## src/rtl/vmem_pkg.sv

```systemverilog
// Shared definitions for the local vector memory request path:
// op field bit positions, address patterns and the sequencer state encoding.
package vmem_pkg;

  localparam int OP_WIDTH     = 7;
  // req_op = {memop, pattern[1:0], size[1:0], signed, we}
  localparam int OP_MEMOP     = 6;
  localparam int OP_PAT_HI    = 5;
  localparam int OP_PAT_LO    = 4;
  localparam int OP_PAT_INDEX = 5;
  localparam int OP_WE        = 0;

  localparam logic [1:0] OP_PAT_UNIT   = 2'b00;
  localparam logic [1:0] OP_PAT_STRIDE = 2'b01;

  typedef enum logic [1:0] {
    ST_IDLE  = 2'b00,
    ST_ISSUE = 2'b01,
    ST_DRAIN = 2'b10,
    ST_FIN   = 2'b11
  } vmem_state_e;

  // Stores carry write data and indexed ops carry offsets, so both consume the beat stream.
  function automatic logic needs_bt_stream(input logic [OP_WIDTH-1:0] op);
    return op[OP_WE] | op[OP_PAT_INDEX];
  endfunction

endpackage

```

## src/rtl/vmem_ld_tag_pipe.sv

```systemverilog
// Delay line that carries the {valid, lane mask, last} tag of each issued load
// beat alongside the memory read latency, so the tag lines up with mem_out.
module vmem_ld_tag_pipe #(
  parameter int NUMLANES = 8,
  parameter int DEPTH    = 1
) (
  input  logic                clk,
  input  logic                reset,
  input  logic                in_valid,
  input  logic [NUMLANES-1:0] in_mask,
  input  logic                in_last,
  output logic                out_valid,
  output logic [NUMLANES-1:0] out_mask,
  output logic                out_last
);

  logic [DEPTH-1:0]               valid_r;
  logic [DEPTH-1:0][NUMLANES-1:0] mask_r;
  logic [DEPTH-1:0]               last_r;

  // Shift the tag one stage per cycle; reset drops everything in flight.
  always_ff @(posedge clk or posedge reset) begin
    if (reset) begin
      valid_r <= '0;
      mask_r  <= '0;
      last_r  <= '0;
    end else begin
      valid_r[0] <= in_valid;
      mask_r[0]  <= in_mask;
      last_r[0]  <= in_last;
      for (int i = 1; i < DEPTH; i++) begin
        valid_r[i] <= valid_r[i-1];
        mask_r[i]  <= mask_r[i-1];
        last_r[i]  <= last_r[i-1];
      end
    end
  end

  assign out_valid = valid_r[DEPTH-1];
  assign out_mask  = mask_r[DEPTH-1];
  assign out_last  = last_r[DEPTH-1];

endmodule

```

## src/rtl/vmem_local_seq.sv

```systemverilog
// Request sequencer in front of port A of the per-lane local vector memory.
// Splits one vector load/store into NUMLANES-wide beats, steps the base
// address per beat and tags returning load data with a lane mask and last flag.
module vmem_local_seq
  import vmem_pkg::*;
#(
  parameter int NUMLANES     = 8,
  parameter int DATAWORDSIZE = 16,
  parameter int VCWIDTH      = 32,
  parameter int MEMDEPTH     = 2048,
  parameter int LOGMEMDEPTH  = $clog2(MEMDEPTH),
  parameter int VLWIDTH      = 8,
  parameter int MEM_LAT      = 1
) (
  input  logic                             clk,
  input  logic                             reset,
  input  logic                             req_valid,
  output logic                             req_ready,
  input  logic [OP_WIDTH-1:0]              req_op,
  input  logic [LOGMEMDEPTH-1:0]           req_base,
  input  logic [VCWIDTH-1:0]               req_stride,
  input  logic [VLWIDTH-1:0]               req_vl,
  input  logic                             bt_valid,
  output logic                             bt_ready,
  input  logic [NUMLANES*DATAWORDSIZE-1:0] bt_data,
  input  logic [NUMLANES*16-1:0]           bt_offset,
  output logic                             mem_en,
  output logic [OP_WIDTH-1:0]              mem_op,
  output logic [LOGMEMDEPTH-1:0]           mem_address,
  output logic [VCWIDTH-1:0]               mem_stride,
  output logic [NUMLANES*16-1:0]           mem_offset,
  output logic [NUMLANES*DATAWORDSIZE-1:0] mem_data,
  input  logic [NUMLANES*DATAWORDSIZE-1:0] mem_out,
  output logic                             ld_valid,
  output logic [NUMLANES*DATAWORDSIZE-1:0] ld_data,
  output logic [NUMLANES-1:0]              ld_mask,
  output logic                             ld_last,
  output logic                             done,
  output logic                             err
);

  localparam int LANE_SHIFT = $clog2(NUMLANES);

  vmem_state_e              state_r;
  logic [OP_WIDTH-1:0]      op_r;
  logic [LOGMEMDEPTH-1:0]   addr_r;
  logic [VCWIDTH-1:0]       stride_r;
  logic [VLWIDTH-1:0]       rem_r;
  logic [VLWIDTH-1:0]       beats_r;
  logic                     req_ready_r;
  logic                     done_r;
  logic                     err_r;

  logic                     needs_bt_s;
  logic                     fire_s;
  logic                     last_beat_s;
  logic [LOGMEMDEPTH-1:0]   step_s;
  logic [NUMLANES-1:0]      mask_s;
  logic [VLWIDTH:0]         beats_calc_s;
  logic                     pipe_valid_s;
  logic [NUMLANES-1:0]      pipe_mask_s;
  logic                     pipe_last_s;

  // Beat qualification, per-beat address step and live-lane mask.
  always_comb begin
    needs_bt_s   = needs_bt_stream(op_r);
    fire_s       = (state_r == ST_ISSUE) && (!needs_bt_s || bt_valid);
    last_beat_s  = (beats_r == VLWIDTH'(1));
    beats_calc_s = ({1'b0, req_vl} + (VLWIDTH+1)'(NUMLANES - 1)) >> LANE_SHIFT;
    case (op_r[OP_PAT_HI:OP_PAT_LO])
      OP_PAT_UNIT:   step_s = LOGMEMDEPTH'(NUMLANES);
      OP_PAT_STRIDE: step_s = LOGMEMDEPTH'(stride_r << LANE_SHIFT);
      default:       step_s = '0;
    endcase
    mask_s = '0;
    for (int i = 0; i < NUMLANES; i++) begin
      mask_s[i] = (i < int'(rem_r));
    end
  end

  // Sequencer FSM: accept, issue beats, wait for the last load tag, pulse done.
  always_ff @(posedge clk or posedge reset) begin
    if (reset) begin
      state_r     <= ST_IDLE;
      op_r        <= '0;
      addr_r      <= '0;
      stride_r    <= '0;
      rem_r       <= '0;
      beats_r     <= '0;
      req_ready_r <= 1'b1;
      done_r      <= 1'b0;
      err_r       <= 1'b0;
    end else begin
      done_r <= 1'b0;
      err_r  <= 1'b0;
      case (state_r)
        ST_IDLE: begin
          if (req_valid) begin
            op_r     <= req_op;
            addr_r   <= req_base;
            stride_r <= req_stride;
            rem_r    <= req_vl;
            beats_r  <= VLWIDTH'(beats_calc_s);
            if ((req_vl == '0) || !req_op[OP_MEMOP]) begin
              state_r     <= ST_FIN;
              done_r      <= 1'b1;
              req_ready_r <= 1'b0;
            end else if (req_op[OP_WE] && (req_vl[LANE_SHIFT-1:0] != '0)) begin
              // Port A cannot mask lanes on write, so partial store beats are refused.
              err_r <= 1'b1;
            end else begin
              state_r     <= ST_ISSUE;
              req_ready_r <= 1'b0;
            end
          end
        end
        ST_ISSUE: begin
          if (fire_s) begin
            rem_r   <= (rem_r > VLWIDTH'(NUMLANES)) ? (rem_r - VLWIDTH'(NUMLANES)) : '0;
            beats_r <= beats_r - VLWIDTH'(1);
            addr_r  <= addr_r + step_s;
            if (last_beat_s) begin
              if (op_r[OP_WE]) begin
                state_r <= ST_FIN;
                done_r  <= 1'b1;
              end else begin
                state_r <= ST_DRAIN;
              end
            end
          end
        end
        ST_DRAIN: begin
          if (pipe_valid_s && pipe_last_s) begin
            state_r <= ST_FIN;
            done_r  <= 1'b1;
          end
        end
        ST_FIN: begin
          state_r     <= ST_IDLE;
          req_ready_r <= 1'b1;
        end
        default: begin
          state_r     <= ST_IDLE;
          req_ready_r <= 1'b1;
        end
      endcase
    end
  end

  vmem_ld_tag_pipe #(
    .NUMLANES (NUMLANES),
    .DEPTH    (MEM_LAT)
  ) u_ld_tag_pipe (
    .clk       (clk),
    .reset     (reset),
    .in_valid  (fire_s & ~op_r[OP_WE]),
    .in_mask   (mask_s),
    .in_last   (last_beat_s),
    .out_valid (pipe_valid_s),
    .out_mask  (pipe_mask_s),
    .out_last  (pipe_last_s)
  );

  assign req_ready   = req_ready_r;
  assign done        = done_r;
  assign err         = err_r;
  assign mem_en      = fire_s;
  assign bt_ready    = fire_s & needs_bt_s;
  assign mem_op      = op_r;
  assign mem_address = addr_r;
  assign mem_stride  = stride_r;
  // Beat payload is only presented while issuing so idle/reset outputs stay quiet.
  assign mem_data    = (state_r == ST_ISSUE) ? bt_data : '0;
  assign mem_offset  = (state_r == ST_ISSUE) ? bt_offset : '0;
  assign ld_valid    = pipe_valid_s;
  assign ld_mask     = pipe_mask_s;
  assign ld_last     = pipe_last_s;
  assign ld_data     = pipe_valid_s ? mem_out : '0;

endmodule

```

## config.mk

```make
export PLATFORM = sky130hd
export DESIGN_NAME = vmem_local_seq
export DESIGN_NICKNAME = d
export VERILOG_FILES = /design/src/rtl/vmem_pkg.sv /design/src/rtl/vmem_ld_tag_pipe.sv /design/src/rtl/vmem_local_seq.sv
export SDC_FILE = /design/constraint.sdc
export NUM_CORES = 1
export LEC_CHECK = 0
export BUFFER_PORTS_ARGS = -buffer_cell sky130_fd_sc_hd__buf_2
export CAP_MARGIN = 20
export CORE_AREA = 10 10 339 341
export CTS_BUF_LIST = sky130_fd_sc_hd__clkbuf_16
export DETAILED_ROUTE_END_ITERATION = 10
export DIE_AREA = 0 0 349 351
export PLACE_DENSITY = 0.3
export SYNTH_ARGS = -nofsm -noshare
export SYNTH_HDL_FRONTEND = slang
export SYNTH_HIERARCHICAL = 1
export SYNTH_SLANG_ARGS = --single-unit
```

## constraint.sdc

```tcl
create_clock -name clk -period 5.23 [get_ports clk]
set_clock_uncertainty 0.2 [all_clocks]
set_input_delay 1.046 -clock clk [delete_from_list [all_inputs] [get_ports clk]]
set_output_delay 1.046 -clock clk [all_outputs]
set_load 0.02 [all_outputs]
```

==> reports/results.tsv <==
stage	metric	value	unit
status	status	completed	
setup_path	crit_path_end_kind	output pin	
yosys	avgSynthCellArea	8.39	um2
clocking	clk_pin_slew	0.07	ns
setup_path	critPathKind	flop to output pin	
detailed_routing	drt-initial-drc-count	534	
timing	period_share	72.7	%
yosys	syn_inst	782	
detailed_routing	wirelength	81600	um
global_routing	antenna_found_initial	109	
timing	finalHoldViolCount	0	
timing	rsz0062_at_grt	false	
yosys	synth_edf_count	0	
pwr	p_clk_share	10.5	%
pwr	power.switching	3.98	mW
clocking	htree_levels	3	
floorplan	coreArea	108000	um2
timing	setup_viol	0	
yosys	yosysTopAreaCell	and2_1	
global_routing	grt_pass1_wl	104000	um
setup_path	critPathSlowestCell	ha_4	
clocking	cts_made_buffers	9	
yosys	yosys_most_used_dff	dfrtp_1	
setup_path	worstPathMaxFanout	155	
detailed_routing	vias	9560	
pwr	p_int	3.07	mW
clocking	insertion_delay	0.38	ns
worst_hold_path	min_path_type	flop to flop	
clocking	cts_root_buf	clkbuf_16	
floorplan	start_util	6.07	%
yosys	synth_seq_cells	81	
yosys	netlist_top_cells_area	and2_1 37%, dfrtp_1 31%, mux2_2 6.9%, ha_1 3.1%, clkbuf_1 2.9%	
yosys	syn_nets	1245	
placement	post_dp_cell_area	12700	um2
setup_path	max_stage_delay	0.48	ns
detailed_routing	first_pass_iters	6	
pwr	combPwrFrac	72.0	%
setup_path	start_kind	flop	
clocking	cts.sinks	81	
timing	fin_tns_setup	0	ns
global_routing	gr-total-overflow	0	
yosys	netlist.area_leader.share	37.1	%
timing	min_period	3.80	ns
yosys	synthTopCellsByCount	389 x and2_1, 80 x dfrtp_1, 50 x clkbuf_1	
placement	port_buffers	894	
detailed_routing	post_drt_wl_per_cell	26.6	um
detailed_routing	drc	0	
timing	worst_pin_slew	0.991	ns
detailed_routing	drtAntennaViolNets	0	
clocking	cts_buffer_depth	2	
pwr	p_leak	7.03	nW
pwr	vdd_ir_drop_max	0.209	mV
yosys	async_flop_share	100	%
clocking	cts_setup_buffers	0	
floorplan	rows	121	
clocking	cts_tree	built	
run	max-cap-violations	0	
setup_path	worstPathRequired	3.98	ns
floorplan	die_x	349	um
floorplan	fp.dieH	351	um
timing	whs	0.299	ns
finish	finalNetCount	2103	
floorplan	die-area	122000	um2
pwr	power_density	541	nW/um2
yosys	synth.yosys.seq_area_share	30.9	%
detailed_routing	via_per_inst	3.11	
yosys	ys_warn_count	6	
setup_path	cp.arrival	2.55	ns
global_routing	grt_pass1_vias	10100	
placement	place.gp.congestion	0.873	
placement	post-dp-hpwl	74400	um
pwr	p_sw_share	56.5	%
yosys	synth.cell_area	6560	um2
yosys	synthDistinctLibCells	60	
timing	max_freq	0.263	GHz
finish	design_area	13000	um2
setup_path	path_cells	inv_1 -> ha_4 -> buf_12 -> and2_1 -> buf_2	
floorplan	ios	895	
clocking	cts_resized	0	
finish	drive_above_1_share	59.1	%
clocking	ctsHoldBuffers	0	
setup_path	r2r_setup_slack	2.15	ns
timing	maxSlewViolCount	0	
global_routing	grt_max_degree	156	
yosys	yosysMostFrequentCell	and2_1	
pwr	power_frac_seq	17.5	%
finish	area_delta_synth_final	98.9	%
timing	max_slew_margin	33.4	%
global_routing	grt_usage	12.6	%
[layout by cell type (no fill, tap or decap), types with 6 or more instances in the layout]
cell	instances
nor2_1	16
nand3_1	6
buf_4	6
nor3_1	10
and2_1	389
mux2_2	40
clkbuf_16	9
a22o_1	9
inv_1	19
o21ai_1	10
buf_2	894
a21oi_1	20
dfrtp_1	79
nand2_1	24
ha_1	15
o21ai_0	9
diode_2	14
[flip-flops by register name, summed over array words and instances, names as in the netlist]
register / count
mem_address: 11
u_ld_tag_pipe/out_last: 1
err: 1
mem_op: 7
state_r: 2
rem_r: 8
u_ld_tag_pipe/out_mask: 8
req_ready: 1
mem_stride: 32
done: 1
u_ld_tag_pipe/out_valid: 1
beats_r: 8
[cell families after synthesis]
logic type	synth area share, %
and+or+nand+nor	43.7
AOI/OAI and AO/OA	9.25
DFF	30.9
buffers and inverters	4.37
muxes	7.48
adders and majority gates	3.36
xor gates and xnor gates	0.934
[worst paths after layout]
| check | from | end | depth (start not counted) |
|---|---|---|---|
| worst max-delay path | state_r[1]$_DFFE_PP0P_ | mem_offset[39] | 5 |
| worst min-delay path | mem_stride[11]$_DFFE_PP0P_ | mem_stride[11]$_DFFE_PP0P_ | 1 |
| worst max register to register | state_r[1]$_DFFE_PP0P_ | state_r[0]$_DFFE_PP0P_ | 7 |
| worst min register to register | mem_stride[11]$_DFFE_PP0P_ | mem_stride[11]$_DFFE_PP0P_ | 1 |
| max in group asynchronous | reset | rem_r[7]$_DFFE_PP0P_ | 3 |
| min in group asynchronous | reset | mem_stride[19]$_DFFE_PP0P_ | 2 |
[per-stage QoR]
step / total power [mW] / setup slack (ns) / utilization [%] / instances
CTS: 7.23 / 1.46 / 12.0 / 3058
finish: 7.06 / 1.43 / 12.1 / 3072
global placement: 6.46 / 1.89 / 11.8 / 3043
floorplan: 4.21 / 2.19 / - / 782
detailed placement: 6.42 / 1.91 / 11.8 / 3043
global route: 7.63 / 1.32 / 12.1 / 3068
[power by group through the flow]
stage | combinational, mW | clock, mW | sequential [mW]
after detailed placement | 5.17 | 0 | 1.26
after global routing | 5.52 | 0.805 | 1.30
after floorplan | 2.83 | 0 | 1.38
after global placement | 5.20 | 0 | 1.26
final | 5.08 | 0.738 | 1.24
after CTS | 5.19 | 0.793 | 1.25
[worst max-delay path: cells and delay by family (launching register included)]
kind	cells	cell delay [ns]
fa+ha+maj	1	0.48
buf+inv	3	0.80
flops	1	0.43
simple gates	1	0.32
[final cells by class]
type / count / area, um2
Fill cell: 12700 / 95000
Timing Repair Buffer: 902 / 4560
Multi-Input combinational cell: 625 / 4260
Sequential cell: 81 / 2030
Tap cell: 1414 / 1770
Clock buffer: 9 / 225
Clock inverter: 6 / 85.1
Inverter: 21 / 80.1
Antenna cell: 14 / 35.0
[layer usage]
layer / global-route usage (%) / share of wire, % / vias to the layer above
met5: 0 / 0.067 / -
li1: - / - / 4264
met2: 21.6 / 48 / 659
met3: 5.26 / 9.6 / 193
met4: 3.20 / 2.5 / 8
met1: 14.5 / 40 / 4436
Power figures use the tool's default switching activity.
